[src/rtl/dm_store_buffer_pkg.sv]
// dm_store_buffer_pkg: shared store-buffer entry and drain-state types (package mips_mem_pkg).
package mips_mem_pkg;
  localparam int SB_DEPTH_DEFAULT = 4;
  localparam logic [3:0] BYTEEN_NONE = 4'b0000;
  typedef struct packed {
    logic        valid;
    logic [31:0] addr;
    logic [3:0]  byteen;
    logic [31:0] data;
    logic [31:0] pc;
  } sb_entry_t;
  typedef enum logic {SB_IDLE, SB_REQ} sb_state_t;
endpackage

[src/rtl/dm_store_buffer_if.sv]
// dm_store_buffer_if: store, load-check and memory-bus signals of the store buffer.
interface dm_store_buffer_if #(parameter int PTR_W = 2);
  logic             st_valid;
  logic [31:0]      st_addr;
  logic [3:0]       st_byteen;
  logic [31:0]      st_wdata;
  logic [31:0]      st_pc;
  logic             st_ready;
  logic             ld_valid;
  logic [31:0]      ld_addr;
  logic [3:0]       ld_byteen;
  logic             ld_stall;
  logic             ld_fwd_valid;
  logic [31:0]      ld_fwd_data;
  logic             bus_req;
  logic [31:0]      bus_addr;
  logic [3:0]       bus_byteen;
  logic [31:0]      bus_wdata;
  logic [31:0]      bus_pc;
  logic             bus_ack;
  logic             sb_empty;
  logic [PTR_W:0]   sb_count;
  modport master (
    output st_valid, st_addr, st_byteen, st_wdata, st_pc, ld_valid, ld_addr, ld_byteen, bus_ack,
    input  st_ready, ld_stall, ld_fwd_valid, ld_fwd_data, bus_req, bus_addr, bus_byteen, bus_wdata,
           bus_pc, sb_empty, sb_count
  );
  modport slave (
    input  st_valid, st_addr, st_byteen, st_wdata, st_pc, ld_valid, ld_addr, ld_byteen, bus_ack,
    output st_ready, ld_stall, ld_fwd_valid, ld_fwd_data, bus_req, bus_addr, bus_byteen, bus_wdata,
           bus_pc, sb_empty, sb_count
  );
endinterface

[src/rtl/dm_store_buffer_entry_match.sv]
// sb_entry_match: word-address and byte-lane overlap test of one pending store against a load.
module sb_entry_match (
  input  logic        valid_i,
  input  logic [31:0] addr_i,
  input  logic [3:0]  byteen_i,
  input  logic [31:0] ld_addr_i,
  input  logic [3:0]  ld_byteen_i,
  output logic        match_o
);
  logic unused;
  assign unused = ^{addr_i[1:0], ld_addr_i[1:0]};
  assign match_o = valid_i & (addr_i[31:2] == ld_addr_i[31:2]) & |(byteen_i & ld_byteen_i);
endmodule

[src/rtl/dm_store_buffer.sv]
// dm_store_buffer: posted-write FIFO draining to memory over req/ack, with load-overlap stall.
// Define DM_STORE_FWD_EN to forward from the youngest fully-covering pending store instead of stalling.
module dm_store_buffer
  import mips_mem_pkg::*;
#(
  parameter int DEPTH = SB_DEPTH_DEFAULT,
  parameter int PTR_W = $clog2(DEPTH)
) (
  input  logic              clk,
  input  logic              reset,
  dm_store_buffer_if.slave  sb
);
  sb_entry_t        entries_q [DEPTH];
  logic [PTR_W-1:0] wr_ptr_q, rd_ptr_q;
  logic [PTR_W:0]   count_q, count_d;
  sb_state_t        state_q, state_d;
  logic             ready, push, pop, any_match;
  logic [DEPTH-1:0] match;
  assign ready = count_q != (PTR_W+1)'(DEPTH);
  assign push = sb.st_valid & ready & (sb.st_byteen != BYTEEN_NONE);
  assign pop = (state_q == SB_REQ) & sb.bus_ack;
  assign count_d = count_q + (PTR_W+1)'(push) - (PTR_W+1)'(pop);
  always_comb state_d = (state_q == SB_IDLE) ? ((count_q != '0) ? SB_REQ : SB_IDLE)
                                             : ((pop && count_d == '0) ? SB_IDLE : SB_REQ);
  always_ff @(posedge clk) begin
    if (reset) begin
      wr_ptr_q <= '0;
      rd_ptr_q <= '0;
      count_q  <= '0;
      state_q  <= SB_IDLE;
      for (int k = 0; k < DEPTH; k++) entries_q[k].valid <= 1'b0;
    end else begin
      if (push) begin
        entries_q[wr_ptr_q] <= '{1'b1, sb.st_addr, sb.st_byteen, sb.st_wdata, sb.st_pc};
        wr_ptr_q <= wr_ptr_q + PTR_W'(1);
      end
      if (pop) begin
        entries_q[rd_ptr_q].valid <= 1'b0;
        rd_ptr_q <= rd_ptr_q + PTR_W'(1);
      end
      count_q <= count_d;
      state_q <= state_d;
    end
  end
  assign sb.st_ready   = ready;
  assign sb.sb_empty   = count_q == '0;
  assign sb.sb_count   = count_q;
  assign sb.bus_req    = state_q == SB_REQ;
  assign sb.bus_addr   = {entries_q[rd_ptr_q].addr[31:2], 2'b00};
  assign sb.bus_byteen = entries_q[rd_ptr_q].byteen;
  assign sb.bus_wdata  = entries_q[rd_ptr_q].data;
  assign sb.bus_pc     = entries_q[rd_ptr_q].pc;
  for (genvar i = 0; i < DEPTH; i++) begin : g_match
    sb_entry_match u_match (
      .valid_i     (entries_q[i].valid),
      .addr_i      (entries_q[i].addr),
      .byteen_i    (entries_q[i].byteen),
      .ld_addr_i   (sb.ld_addr),
      .ld_byteen_i (sb.ld_byteen),
      .match_o     (match[i])
    );
  end
  assign any_match = sb.ld_valid & |match;
`ifdef DM_STORE_FWD_EN
  logic [3:0]  y_byteen;
  logic [31:0] y_data;
  logic        fwd;
  // Walk oldest to youngest so the last hit is the youngest; its full coverage hides older lanes.
  always_comb begin
    y_byteen = '0;
    y_data   = '0;
    for (int k = 0; k < DEPTH; k++) begin
      if (match[PTR_W'(rd_ptr_q + PTR_W'(k))]) begin
        y_byteen = entries_q[PTR_W'(rd_ptr_q + PTR_W'(k))].byteen;
        y_data   = entries_q[PTR_W'(rd_ptr_q + PTR_W'(k))].data;
      end
    end
  end
  assign fwd             = any_match & ((y_byteen & sb.ld_byteen) == sb.ld_byteen);
  assign sb.ld_stall     = any_match & ~fwd;
  assign sb.ld_fwd_valid = fwd;
  assign sb.ld_fwd_data  = fwd ? y_data : '0;
`else
  assign sb.ld_stall     = any_match;
  assign sb.ld_fwd_valid = 1'b0;
  assign sb.ld_fwd_data  = '0;
`endif
endmodule
[src/flat_wrapper.sv]
// flat-port wrapper written by rule: the top's interface ports become plain ports
module dm_store_buffer_flat import mips_mem_pkg::*;
#(
  parameter int DEPTH = SB_DEPTH_DEFAULT,
  parameter int PTR_W = $clog2(DEPTH)
)
  (clk, reset, sb_st_valid, sb_st_addr, sb_st_byteen, sb_st_wdata, sb_st_pc, sb_ld_valid, sb_ld_addr, sb_ld_byteen, sb_bus_ack, sb_st_ready, sb_ld_stall, sb_ld_fwd_valid, sb_ld_fwd_data, sb_bus_req, sb_bus_addr, sb_bus_byteen, sb_bus_wdata, sb_bus_pc, sb_sb_empty, sb_sb_count);
  dm_store_buffer_if #(.PTR_W(PTR_W)) sb_i ();
  input  logic clk;
  input  logic reset;
  input wire logic [$bits(sb_i.st_valid)-1:0] sb_st_valid;
  input wire logic [$bits(sb_i.st_addr)-1:0] sb_st_addr;
  input wire logic [$bits(sb_i.st_byteen)-1:0] sb_st_byteen;
  input wire logic [$bits(sb_i.st_wdata)-1:0] sb_st_wdata;
  input wire logic [$bits(sb_i.st_pc)-1:0] sb_st_pc;
  input wire logic [$bits(sb_i.ld_valid)-1:0] sb_ld_valid;
  input wire logic [$bits(sb_i.ld_addr)-1:0] sb_ld_addr;
  input wire logic [$bits(sb_i.ld_byteen)-1:0] sb_ld_byteen;
  input wire logic [$bits(sb_i.bus_ack)-1:0] sb_bus_ack;
  output wire logic [$bits(sb_i.st_ready)-1:0] sb_st_ready;
  output wire logic [$bits(sb_i.ld_stall)-1:0] sb_ld_stall;
  output wire logic [$bits(sb_i.ld_fwd_valid)-1:0] sb_ld_fwd_valid;
  output wire logic [$bits(sb_i.ld_fwd_data)-1:0] sb_ld_fwd_data;
  output wire logic [$bits(sb_i.bus_req)-1:0] sb_bus_req;
  output wire logic [$bits(sb_i.bus_addr)-1:0] sb_bus_addr;
  output wire logic [$bits(sb_i.bus_byteen)-1:0] sb_bus_byteen;
  output wire logic [$bits(sb_i.bus_wdata)-1:0] sb_bus_wdata;
  output wire logic [$bits(sb_i.bus_pc)-1:0] sb_bus_pc;
  output wire logic [$bits(sb_i.sb_empty)-1:0] sb_sb_empty;
  output wire logic [$bits(sb_i.sb_count)-1:0] sb_sb_count;
  assign sb_i.st_valid = sb_st_valid;
  assign sb_i.st_addr = sb_st_addr;
  assign sb_i.st_byteen = sb_st_byteen;
  assign sb_i.st_wdata = sb_st_wdata;
  assign sb_i.st_pc = sb_st_pc;
  assign sb_i.ld_valid = sb_ld_valid;
  assign sb_i.ld_addr = sb_ld_addr;
  assign sb_i.ld_byteen = sb_ld_byteen;
  assign sb_i.bus_ack = sb_bus_ack;
  assign sb_st_ready = sb_i.st_ready;
  assign sb_ld_stall = sb_i.ld_stall;
  assign sb_ld_fwd_valid = sb_i.ld_fwd_valid;
  assign sb_ld_fwd_data = sb_i.ld_fwd_data;
  assign sb_bus_req = sb_i.bus_req;
  assign sb_bus_addr = sb_i.bus_addr;
  assign sb_bus_byteen = sb_i.bus_byteen;
  assign sb_bus_wdata = sb_i.bus_wdata;
  assign sb_bus_pc = sb_i.bus_pc;
  assign sb_sb_empty = sb_i.sb_empty;
  assign sb_sb_count = sb_i.sb_count;
  dm_store_buffer #(.DEPTH(DEPTH), .PTR_W(PTR_W)) u_core (.clk(clk), .reset(reset), .sb(sb_i));
endmodule
[config.mk]
export PLATFORM = sky130hd
export DESIGN_NAME = dm_store_buffer_flat
export DESIGN_NICKNAME = d
export VERILOG_FILES = /design/src/rtl/dm_store_buffer_pkg.sv /design/src/rtl/dm_store_buffer_if.sv /design/src/rtl/dm_store_buffer_entry_match.sv /design/src/rtl/dm_store_buffer.sv /design/src/flat_wrapper.sv
export SDC_FILE = /design/constraint.sdc
export NUM_CORES = 1
export LEC_CHECK = 0
export CORE_MARGIN = 2
export CORE_UTILIZATION = 48
export DETAILED_ROUTE_END_ITERATION = 10
export GPL_TIMING_DRIVEN = 0
export PLACE_DENSITY = 0.88
export SLEW_MARGIN = 5
export SYNTH_ARGS = -nofsm -noshare
export SYNTH_HDL_FRONTEND = slang
export SYNTH_SLANG_ARGS = --single-unit
[constraint.sdc]
create_clock -name clk -period 9.6 [get_ports clk]
set_input_delay 1.92 -clock clk [delete_from_list [all_inputs] [get_ports clk]]
set_output_delay 1.92 -clock clk [all_outputs]
set_load 0.03 [all_outputs]
==> metrics.txt, run 1 <==
# TYPE chip_impl_metric gauge
chip_impl_metric{name="fin_ws",unit="ns"} 3.185
chip_impl_metric{name="worst_pin_slew",unit="ns"} 0.8985
chip_impl_metric{name="pwr_density_cell",unit="nW/µm²"} 229.3
chip_impl_metric{name="globalplace.congestion",unit=""} 0.8408
chip_impl_metric{name="grt.total_usage",unit="%"} 21.67
chip_impl_metric{name="use_met1",unit="%"} 27.78
chip_impl_metric{name="synth_area",unit="µm²"} 17250
chip_impl_metric{name="die_area",unit="µm²"} 37480
chip_impl_metric{name="layout.core_utilization",unit="%"} 61.66
chip_impl_metric{name="number_of_antenna_violations_at_the_first_check_in_global_routing",unit=""} 2
chip_impl_metric{name="power",unit="W"} 0.005016
chip_impl_metric{name="final-hold-violation-count",unit=""} 0
chip_impl_info{name="cpMaxStageDelayCell",value="sky130_fd_sc_hd__clkdlybuf4s50_1"} 1
chip_impl_metric{name="first_global_vias",unit=""} 9953
chip_impl_metric{name="routed_via_count",unit=""} 9533
chip_impl_metric{name="clk_latency",unit="ns"} 0.53
chip_impl_metric{name="power.sequential.fraction",unit="%"} 42.3
chip_impl_metric{name="max_transition_margin",unit="%"} 40.03
chip_impl_metric{name="worstSetupPathDepth",unit=""} 7
chip_impl_metric{name="synth.yosys.seq_area_share",unit="%"} 69.85
chip_impl_metric{name="dr.pass1.iters",unit=""} 5
chip_impl_metric{name="drive_gt1_share",unit="%"} 19.18
chip_impl_metric{name="required",unit="ns"} 7.68
chip_impl_metric{name="htreeDepth",unit=""} 2
chip_impl_metric{name="pre_cts_slack",unit="ns"} 3.217
chip_impl_metric{name="max_cap_violations",unit=""} 0
chip_impl_info{name="cts_root_buffer",value="sky130_fd_sc_hd__clkbuf_16"} 1
chip_impl_metric{name="dieHeight",unit="µm"} 193.6
chip_impl_metric{name="numCtsBuffers",unit=""} 42
chip_impl_metric{name="global_route_wire_length_before_repair",unit="mm"} 60.86
chip_impl_metric{name="worst_r2r_path_cells",unit=""} 8
chip_impl_metric{name="cts_hold_buffers",unit=""} 0
chip_impl_info{name="end_kind",value="primary output"} 1
chip_impl_metric{name="ys_ff_latch",unit=""} 406
chip_impl_metric{name="async_reset_ff_share",unit="%"} 0
chip_impl_metric{name="design.final.nets",unit=""} 1386
chip_impl_metric{name="achievable-frequency",unit="MHz"} 155.9
chip_impl_metric{name="internal_power",unit="W"} 0.003618
chip_impl_metric{name="postCtsSetupBuffers",unit=""} 0
chip_impl_info{name="run_status",value="finished clean"} 1
chip_impl_metric{name="net-switching-power",unit="W"} 0.001398
chip_impl_metric{name="grtUsageMet2",unit="%"} 37.10
chip_impl_metric{name="viasPerCell",unit=""} 5.498
chip_impl_metric{name="power.combinational.fraction",unit="%"} 25.0
chip_impl_metric{name="power.share.switching",unit="%"} 27.88
chip_impl_metric{name="die_width",unit="µm"} 193.6
chip_impl_info{name="most_used_cell_along_the_critical_path",value="sky130_fd_sc_hd__clkdlybuf4s50_1"} 1
chip_impl_metric{name="p_clk_share",unit="%"} 32.7
chip_impl_metric{name="post-route-min-period",unit="ns"} 6.415
chip_impl_metric{name="detail-route-antenna-nets",unit=""} 0
chip_impl_metric{name="path_clk_slew",unit="ns"} 0.06
chip_impl_metric{name="grt_ovf",unit=""} 0
chip_impl_info{name="path_cells",value="clkdlybuf4s50_1 > xnor2_1 > nand4_1 > nor4_1 > nand3_1 > a41oi_1 > clkdlybuf4s50_1"} 1
chip_impl_metric{name="tritoncts_num_sinks",unit=""} 406
chip_impl_metric{name="post_drt_wl_per_cell",unit="µm"} 23.44
chip_impl_metric{name="number_of_cells_on_the_worst_hold_path",unit=""} 2
chip_impl_metric{name="timing.critical_path.arrival",unit="ns"} 4.50
chip_impl_info{name="globalRoute.busiestLayer",value="met2"} 1
chip_impl_metric{name="number_of_remaining_drc_errors",unit=""} 0
chip_impl_info{name="grt_setup_unrepaired",value="false"} 1
chip_impl_metric{name="synth-edff-count",unit=""} 392
chip_impl_metric{name="vdd_drop_max",unit="mV"} 0.1656
chip_impl_metric{name="critPathMaxFanout",unit=""} 4
chip_impl_info{name="path_delay_family",value="buffers and inverters"} 1
chip_impl_metric{name="detailed_place_hpwl",unit="mm"} 28.11
chip_impl_metric{name="buffer_ports.inserted",unit=""} 212
chip_impl_metric{name="final_cell_count_no_fill",unit=""} 1734
chip_impl_metric{name="area_delta_synth_final",unit="%"} 26.81
chip_impl_info{name="worst-setup-path-type",value="in2out"} 1
chip_impl_metric{name="synthesis.instances",unit=""} 929
chip_impl_metric{name="clockBufferDepth",unit=""} 3
chip_impl_metric{name="critical-path-max-stage-delay",unit="ns"} 0.73
chip_impl_metric{name="grt_start_max_net_pins",unit=""} 37
chip_impl_metric{name="final_min_period_over_clock_period",unit="%"} 66.82
chip_impl_info{name="synth-main-ff-cell",value="sky130_fd_sc_hd__edfxtp_1"} 1
chip_impl_info{name="cts_tree",value="built"} 1
chip_impl_metric{name="placed_cells",unit=""} 1655
chip_impl_metric{name="floorplan.initialDensity",unit="%"} 48.62
chip_impl_metric{name="cts.repair.resized",unit=""} 0
chip_impl_metric{name="totalWireLength",unit="mm"} 40.65
chip_impl_metric{name="core_area",unit="µm²"} 35480
chip_impl_metric{name="worst-path-buf-inv",unit=""} 2
chip_impl_metric{name="grt.met3_usage",unit="%"} 4.672
chip_impl_metric{name="fin_worst_skew",unit="ns"} 0.01209
chip_impl_metric{name="floorplan.rows",unit=""} 69
chip_impl_metric{name="floorplan.io_pins",unit=""} 281
chip_impl_info{name="critical_path.startpoint_type",value="input port"} 1
chip_impl_metric{name="yosys_warnings",unit=""} 0
chip_impl_metric{name="synth.distinct_cells",unit=""} 36
chip_impl_metric{name="final_slew_violations",unit=""} 0
chip_impl_info{name="holdCritPathClass",value="reg2reg"} 1
chip_impl_metric{name="setup_viol",unit=""} 0
chip_impl_metric{name="dr.first_iter.drc_count",unit=""} 571
chip_impl_metric{name="leakage",unit="nW"} 7.202
chip_impl_metric{name="synth.avg_cell_area",unit="µm²"} 18.57
synth_stat cells (2+ instances only):
library cell | instances | area (µm²)
sky130_fd_sc_hd__ha_1 | 6 | 75.07
sky130_fd_sc_hd__xnor2_1 | 111 | 972.2
sky130_fd_sc_hd__inv_1 | 8 | 30.03
sky130_fd_sc_hd__a31oi_1 | 2 | 12.51
sky130_fd_sc_hd__a211oi_1 | 3 | 22.52
sky130_fd_sc_hd__and3_1 | 2 | 12.51
sky130_fd_sc_hd__a21oi_1 | 2 | 10.01
sky130_fd_sc_hd__a22o_1 | 4 | 35.03
sky130_fd_sc_hd__buf_6 | 12 | 135.1
sky130_fd_sc_hd__xor2_1 | 14 | 122.6
sky130_fd_sc_hd__a221oi_1 | 5 | 43.79
sky130_fd_sc_hd__nand4_1 | 28 | 175.2
sky130_fd_sc_hd__edfxtp_1 | 392 | 11770
sky130_fd_sc_hd__dfxtp_1 | 14 | 280.3
sky130_fd_sc_hd__clkbuf_1 | 42 | 157.7
sky130_fd_sc_hd__nand3_1 | 4 | 20.02
sky130_fd_sc_hd__buf_4 | 36 | 270.3
sky130_fd_sc_hd__nor4_1 | 8 | 50.05
sky130_fd_sc_hd__nor2_1 | 9 | 33.78
sky130_fd_sc_hd__nor3_1 | 6 | 30.03
sky130_fd_sc_hd__mux4_2 | 98 | 2207
sky130_fd_sc_hd__and2_1 | 100 | 625.6
sky130_fd_sc_hd__buf_2 | 10 | 50.05
worst reg2reg max path, stage by stage, from the launching register on:
cell                      delay [ns]
sky130_fd_sc_hd__dfxtp_1        0.48
sky130_fd_sc_hd__or3b_1         0.18
sky130_fd_sc_hd__and3_1         0.18
sky130_fd_sc_hd__buf_6          0.14
sky130_fd_sc_hd__nand2_1        0.18
sky130_fd_sc_hd__nor3b_4        0.79
sky130_fd_sc_hd__buf_8          0.25
sky130_fd_sc_hd__buf_16         0.16
sky130_fd_sc_hd__buf_8          0.17
layout by cell type (no fill, tap or decap), types with 3 or more instances in the layout:
cell,instances
sky130_fd_sc_hd__nor3_1,5
sky130_fd_sc_hd__buf_16,5
sky130_fd_sc_hd__nor4_1,8
sky130_fd_sc_hd__a221oi_1,5
sky130_fd_sc_hd__clkdlybuf4s50_1,212
sky130_fd_sc_hd__bufinv_16,5
sky130_fd_sc_hd__nand3_1,4
sky130_fd_sc_hd__buf_4,36
sky130_fd_sc_hd__clkinv_1,9
sky130_fd_sc_hd__dfxtp_1,14
sky130_fd_sc_hd__a211oi_1,3
sky130_fd_sc_hd__clkbuf_16,45
sky130_fd_sc_hd__xor2_1,14
sky130_fd_sc_hd__buf_8,12
sky130_fd_sc_hd__clkbuf_1,47
sky130_fd_sc_hd__inv_1,8
sky130_fd_sc_hd__nor2_1,9
sky130_fd_sc_hd__nand4_1,28
sky130_fd_sc_hd__clkinv_2,10
sky130_fd_sc_hd__a22o_1,4
sky130_fd_sc_hd__clkinvlp_4,4
sky130_fd_sc_hd__buf_6,12
sky130_fd_sc_hd__and2_1,99
sky130_fd_sc_hd__xnor2_1,111
sky130_fd_sc_hd__edfxtp_1,392
sky130_fd_sc_hd__conb_1,35
sky130_fd_sc_hd__buf_2,10
sky130_fd_sc_hd__mux4_2,98
sky130_fd_sc_hd__ha_1,6
layout make-up:
cell class	instances	area, µm²
timing repair buffer	231	2480
buffer	101	616.8
tap	461	576.8
sequential	406	12050
antenna	1	2.502
inverter	8	30.03
clock buffer	50	1145
multi-input combinational	448	4712
fill	2491	13600
clock inverter	28	264.0
stage by stage:
step / setup TNS, ns / hold WS, ns / instance area [µm²]
after floorplan: 0 / 0.4401 / 17390
after global placement: -168.98 / 0.4712 / 20090
after detailed placement: 0 / 0.4773 / 20470
after CTS: 0 / 0.4862 / 21880
after global routing: 0 / 0.5073 / 21880
final: 0 / 0.4841 / 21880
routing by layer:
layer  vias to the layer above  wire (µm)
met1                      4855      15550
met4                         2       1157
met3                        88       3178
li1                       4153          -
met5                         -         12
met2                       435      20750
worst paths after layout:
| kind | end | slack, ns | from |
|---|---|---|---|
| setup reg to reg | u_core.entries_q[3][5]$_DFFE_PP_ | 6.76 | u_core.sb.sb_count[1]$_SDFF_PP0_ |
| hold / removal | u_core.sb.bus_req$_SDFF_PP0_ | 0.48 | u_core.sb.bus_req$_SDFF_PP0_ |
| hold reg to reg | u_core.sb.bus_req$_SDFF_PP0_ | 0.48 | u_core.sb.bus_req$_SDFF_PP0_ |
| setup / recovery | sb_ld_stall | 3.18 | sb_ld_addr[28] |
power by group through the flow:
stage / Combinational [W] / Clock [W] / Sequential [W]
2_1_floorplan: 0.000764 / 0 / 0.00217
3_3_place_gp: 0.00122 / 0 / 0.00217
3_5_place_dp: 0.00126 / 0 / 0.00216
4_1_cts: 0.00127 / 0.00167 / 0.00212
5_1_grt: 0.00132 / 0.00173 / 0.00213
6_report: 0.00126 / 0.00164 / 0.00212
flip-flops by register name, indices dropped and copies added (netlist names), named ones only:
| signal | count |
|---|---|
| u_core.wr_ptr_q | 2 |
| u_core.sb.bus_req | 1 |
| u_core.sb.sb_count | 3 |
| u_core.entries_q | 396 |
| u_core.rd_ptr_q | 2 |
cells by family (layout without fill, tap and decap cells):
| logic type | Yosys count | count (layout) | synth area share (%) |
|---|---|---|---|
| AO/OA/AOI/OAI | 18 | 18 | 0.8122 |
| XOR/XNOR | 125 | 125 | 6.346 |
| adder cells (fa/ha/maj) | 7 | 7 | 0.5512 |
| buffers and inverters | 109 | 418 | 3.749 |
| flip-flops | 406 | 406 | 69.85 |
| multiplexers | 99 | 99 | 12.85 |
| other | 1 | 36 | 0.02174 |
| AND/OR/NAND/NOR | 164 | 164 | 5.816 |
(Power assumes the default switching activity.)
==> run 2: changes to the inputs <==
--- a/config.mk
+++ b/config.mk
@@ -6,10 +6,10 @@
 export NUM_CORES = 1
 export LEC_CHECK = 0
 export CORE_MARGIN = 2
-export CORE_UTILIZATION = 48
+export CORE_UTILIZATION = 50
 export DETAILED_ROUTE_END_ITERATION = 10
 export GPL_TIMING_DRIVEN = 0
-export PLACE_DENSITY = 0.88
+export PLACE_DENSITY = 0.87
 export SLEW_MARGIN = 5
 export SYNTH_ARGS = -nofsm -noshare
 export SYNTH_HDL_FRONTEND = slang
==> constraint.sdc (replaced) <==
create_clock -name clk -period 6.3 [get_ports clk]
set_input_delay 1.26 -clock clk [delete_from_list [all_inputs] [get_ports clk]]
set_output_delay 1.26 -clock clk [all_outputs]
set_load 0.03 [all_outputs]
==> run 2 against run 1 <==
  * Worst setup slack lost 2.0 ns
  * Global-route usage grew 0.41 points
  * Via count shrank 2.0%
  * Count of clock-buffer cells in the layout shrank 5
  * Register-to-register slack lost 3.2 ns
  * Cell count shrank 0.69%
  * Total power grew 50%
  * Hold slack gained 0.0039 ns
  * Utilization grew 2.1 points
  * Clock power grew 47%
  * Critical endpoint unchanged
==> metrics.txt, run 2 (same netlist as run 1, synthesis figures left out) <==
# TYPE chip_impl_metric gauge
chip_impl_metric{name="power.combinational.fraction",unit="%"} 25.2
chip_impl_metric{name="fin_worst_skew",unit="ns"} 0.01811
chip_impl_metric{name="largest_register_ffs",unit=""} 396
chip_impl_metric{name="viasPerCell",unit=""} 5.423
chip_impl_metric{name="setup_viol",unit=""} 0
chip_impl_metric{name="dr.first_iter.drc_count",unit=""} 699
chip_impl_metric{name="floorplan.io_pins",unit=""} 281
chip_impl_metric{name="clockBufferDepth",unit=""} 3
chip_impl_metric{name="area_delta_synth_final",unit="%"} 26.62
chip_impl_metric{name="dpl-instance-area",unit="µm²"} 20500
chip_impl_metric{name="final_min_period_over_clock_period",unit="%"} 81.17
chip_impl_metric{name="global_route_wire_length_before_repair",unit="mm"} 58.57
chip_impl_metric{name="tritoncts_num_sinks",unit=""} 406
chip_impl_metric{name="p_clk_share",unit="%"} 31.9
chip_impl_metric{name="routed_via_count",unit=""} 9339
chip_impl_metric{name="grt_ovf",unit=""} 0
chip_impl_metric{name="leakage",unit="nW"} 7.169
chip_impl_info{name="end_kind",value="primary output"} 1
chip_impl_info{name="largest-register",value="u_core.entries_q"} 1
chip_impl_metric{name="cts.repair.resized",unit=""} 0
chip_impl_metric{name="net-switching-power",unit="W"} 0.002108
chip_impl_metric{name="final_slew_violations",unit=""} 0
chip_impl_metric{name="numCtsBuffers",unit=""} 41
chip_impl_metric{name="dieHeight",unit="µm"} 189.8
chip_impl_metric{name="floorplan.rows",unit=""} 68
chip_impl_metric{name="critPathMaxFanout",unit=""} 4
chip_impl_metric{name="cts_hold_buffers",unit=""} 0
chip_impl_metric{name="setup_total_negative_slack",unit="ns"} 0
chip_impl_metric{name="design.final.nets",unit=""} 1384
chip_impl_info{name="holdCritPathClass",value="reg2reg"} 1
chip_impl_metric{name="core_area",unit="µm²"} 34290
chip_impl_metric{name="clk_latency",unit="ns"} 0.55
chip_impl_metric{name="power.sequential.fraction",unit="%"} 42.8
chip_impl_metric{name="drive_gt1_share",unit="%"} 18.81
chip_impl_metric{name="fin_worst_hold_slack",unit="ns"} 0.4880
chip_impl_metric{name="detail-route-antenna-nets",unit=""} 0
chip_impl_metric{name="max_cap_violations",unit=""} 0
chip_impl_metric{name="globalplace.congestion",unit=""} 0.8264
chip_impl_info{name="cts_tree",value="built"} 1
chip_impl_metric{name="dr.pass1.iters",unit=""} 5
chip_impl_metric{name="achievable-frequency",unit="MHz"} 195.5
chip_impl_metric{name="die_width",unit="µm"} 189.8
chip_impl_metric{name="power",unit="W"} 0.007542
chip_impl_metric{name="buffer_ports.inserted",unit=""} 212
chip_impl_info{name="critical_path.startpoint_type",value="input port"} 1
chip_impl_metric{name="max_transition_margin",unit="%"} 39.18
chip_impl_info{name="cts_root_buffer",value="sky130_fd_sc_hd__clkbuf_16"} 1
chip_impl_metric{name="post_drt_wl_per_cell",unit="µm"} 22.70
chip_impl_metric{name="totalWireLength",unit="mm"} 39.08
chip_impl_metric{name="htreeDepth",unit=""} 2
chip_impl_metric{name="number_of_remaining_drc_errors",unit=""} 0
chip_impl_info{name="run_status",value="finished clean"} 1
chip_impl_metric{name="grt.total_usage",unit="%"} 22.08
chip_impl_metric{name="detailed_place_hpwl",unit="mm"} 27.35
chip_impl_metric{name="path_clk_slew",unit="ns"} 0.06
chip_impl_metric{name="postLayoutCellArea",unit="µm²"} 21840
chip_impl_metric{name="grt_start_max_net_pins",unit=""} 50
chip_impl_info{name="most_used_cells_in_the_layout_excluding_fill_and_tap_cells",value="sky130_fd_sc_hd__edfxtp_1, sky130_fd_sc_hd__clkdlybuf4s50_1, sky130_fd_sc_hd__xnor2_1"} 1
chip_impl_metric{name="required",unit="ns"} 5.04
chip_impl_metric{name="power.share.switching",unit="%"} 27.95
chip_impl_metric{name="die_area",unit="µm²"} 36010
chip_impl_metric{name="pwr_density_cell",unit="nW/µm²"} 345.2
chip_impl_metric{name="internal_power",unit="W"} 0.005434
chip_impl_metric{name="postCtsSetupBuffers",unit=""} 0
chip_impl_metric{name="first_global_vias",unit=""} 9776
chip_impl_info{name="worst-setup-path-type",value="in2out"} 1
chip_impl_metric{name="worst_pin_slew",unit="ns"} 0.9093
chip_impl_metric{name="vdd_drop_max",unit="mV"} 0.3075
chip_impl_info{name="grt_setup_unrepaired",value="false"} 1
chip_impl_metric{name="timing.critical_path.arrival",unit="ns"} 3.85
chip_impl_info{name="most_common_cell_after_layout_fill_and_taps_aside",value="sky130_fd_sc_hd__edfxtp_1"} 1
chip_impl_metric{name="final-hold-violation-count",unit=""} 0
chip_impl_metric{name="post-route-min-period",unit="ns"} 5.114
chip_impl_metric{name="floorplan.initialDensity",unit="%"} 50.32
chip_impl_metric{name="number_of_antenna_violations_at_the_first_check_in_global_routing",unit=""} 6
run 2: cell count changes in the layout (fill, tap and decap cells not counted):
| cell | previous run | this run |
|---|---|---|
| sky130_fd_sc_hd__buf_12 | 2 | 1 |
| sky130_fd_sc_hd__buf_16 | 5 | 10 |
| sky130_fd_sc_hd__buf_8 | 12 | 7 |
| sky130_fd_sc_hd__clkbuf_1 | 47 | 45 |
| sky130_fd_sc_hd__clkbuf_16 | 45 | 42 |
| sky130_fd_sc_hd__clkinv_1 | 9 | 10 |
| sky130_fd_sc_hd__clkinv_2 | 10 | 5 |
| sky130_fd_sc_hd__clkinv_4 | 0 | 1 |
| sky130_fd_sc_hd__clkinv_8 | 0 | 1 |
| sky130_fd_sc_hd__clkinvlp_4 | 4 | 5 |
| sky130_fd_sc_hd__diode_2 | 1 | 2 |
run 2: worst max-delay path, cell delays in order:
cell and delay, ns:
sky130_fd_sc_hd__clkdlybuf4s50_1 0.52, sky130_fd_sc_hd__xnor2_1 0.34, sky130_fd_sc_hd__nand4_1 0.14, sky130_fd_sc_hd__nor4_1 0.40
sky130_fd_sc_hd__nand3_1 0.14, sky130_fd_sc_hd__a41oi_1 0.31, sky130_fd_sc_hd__clkdlybuf4s50_1 0.73
run 2: layout make-up:
cell class                 instances  area (µm²)
tap                              455       569.3
inverter                           8       30.03
sequential                       406       12050
timing repair buffer             230        2522
fill                            2335       12440
multi-input combinational        448        4712
buffer                           101       616.8
clock buffer                      45        1062
clock inverter                    27       275.3
antenna                            2       5.005
run 2: final timing paths:
path,start,to,slack (ns),cells after the start
setup / recovery,sb_ld_addr[28],sb_ld_stall,1.19,7
hold / removal,u_core.sb.bus_req$_SDFF_PP0_,u_core.sb.bus_req$_SDFF_PP0_,0.49,2
setup reg to reg,u_core.sb.sb_count[1]$_SDFF_PP0_,u_core.entries_q[1][30]$_DFFE_PP_,3.53,8
hold reg to reg,u_core.sb.bus_req$_SDFF_PP0_,u_core.sb.bus_req$_SDFF_PP0_,0.49,2
run 2: routing by layer:
layer	vias to the layer above	global-route usage (%)	share of wire [%]
met5	-	0	0.17
met4	8	6.172	2.3
met3	66	6.180	8.5
met2	384	37.83	50
met1	4734	27.74	38
li1	4147	-	-
run 2: per-stage QoR:
step | cells | worst slack (ns) | utilization, %
3_3_place_gp | 1630 | -3.580 | 58.57
2_1_floorplan | 963 | 0.2260 | -
3_5_place_dp | 1648 | 1.230 | 59.79
4_1_cts | 1720 | 1.179 | 63.70
5_1_grt | 1722 | 1.104 | 63.71
6_report | 1722 | 1.186 | 63.71
run 2: power by group through the flow:
stage | registers, W | clock network [W] | logic [W]
after detailed placement | 0.00329 | 0 | 0.00191
after floorplan | 0.00330 | 0 | 0.00116
after global placement | 0.00331 | 0 | 0.00185
after global routing | 0.00324 | 0.00256 | 0.00200
after CTS | 0.00323 | 0.00245 | 0.00192
final | 0.00323 | 0.00241 | 0.00190
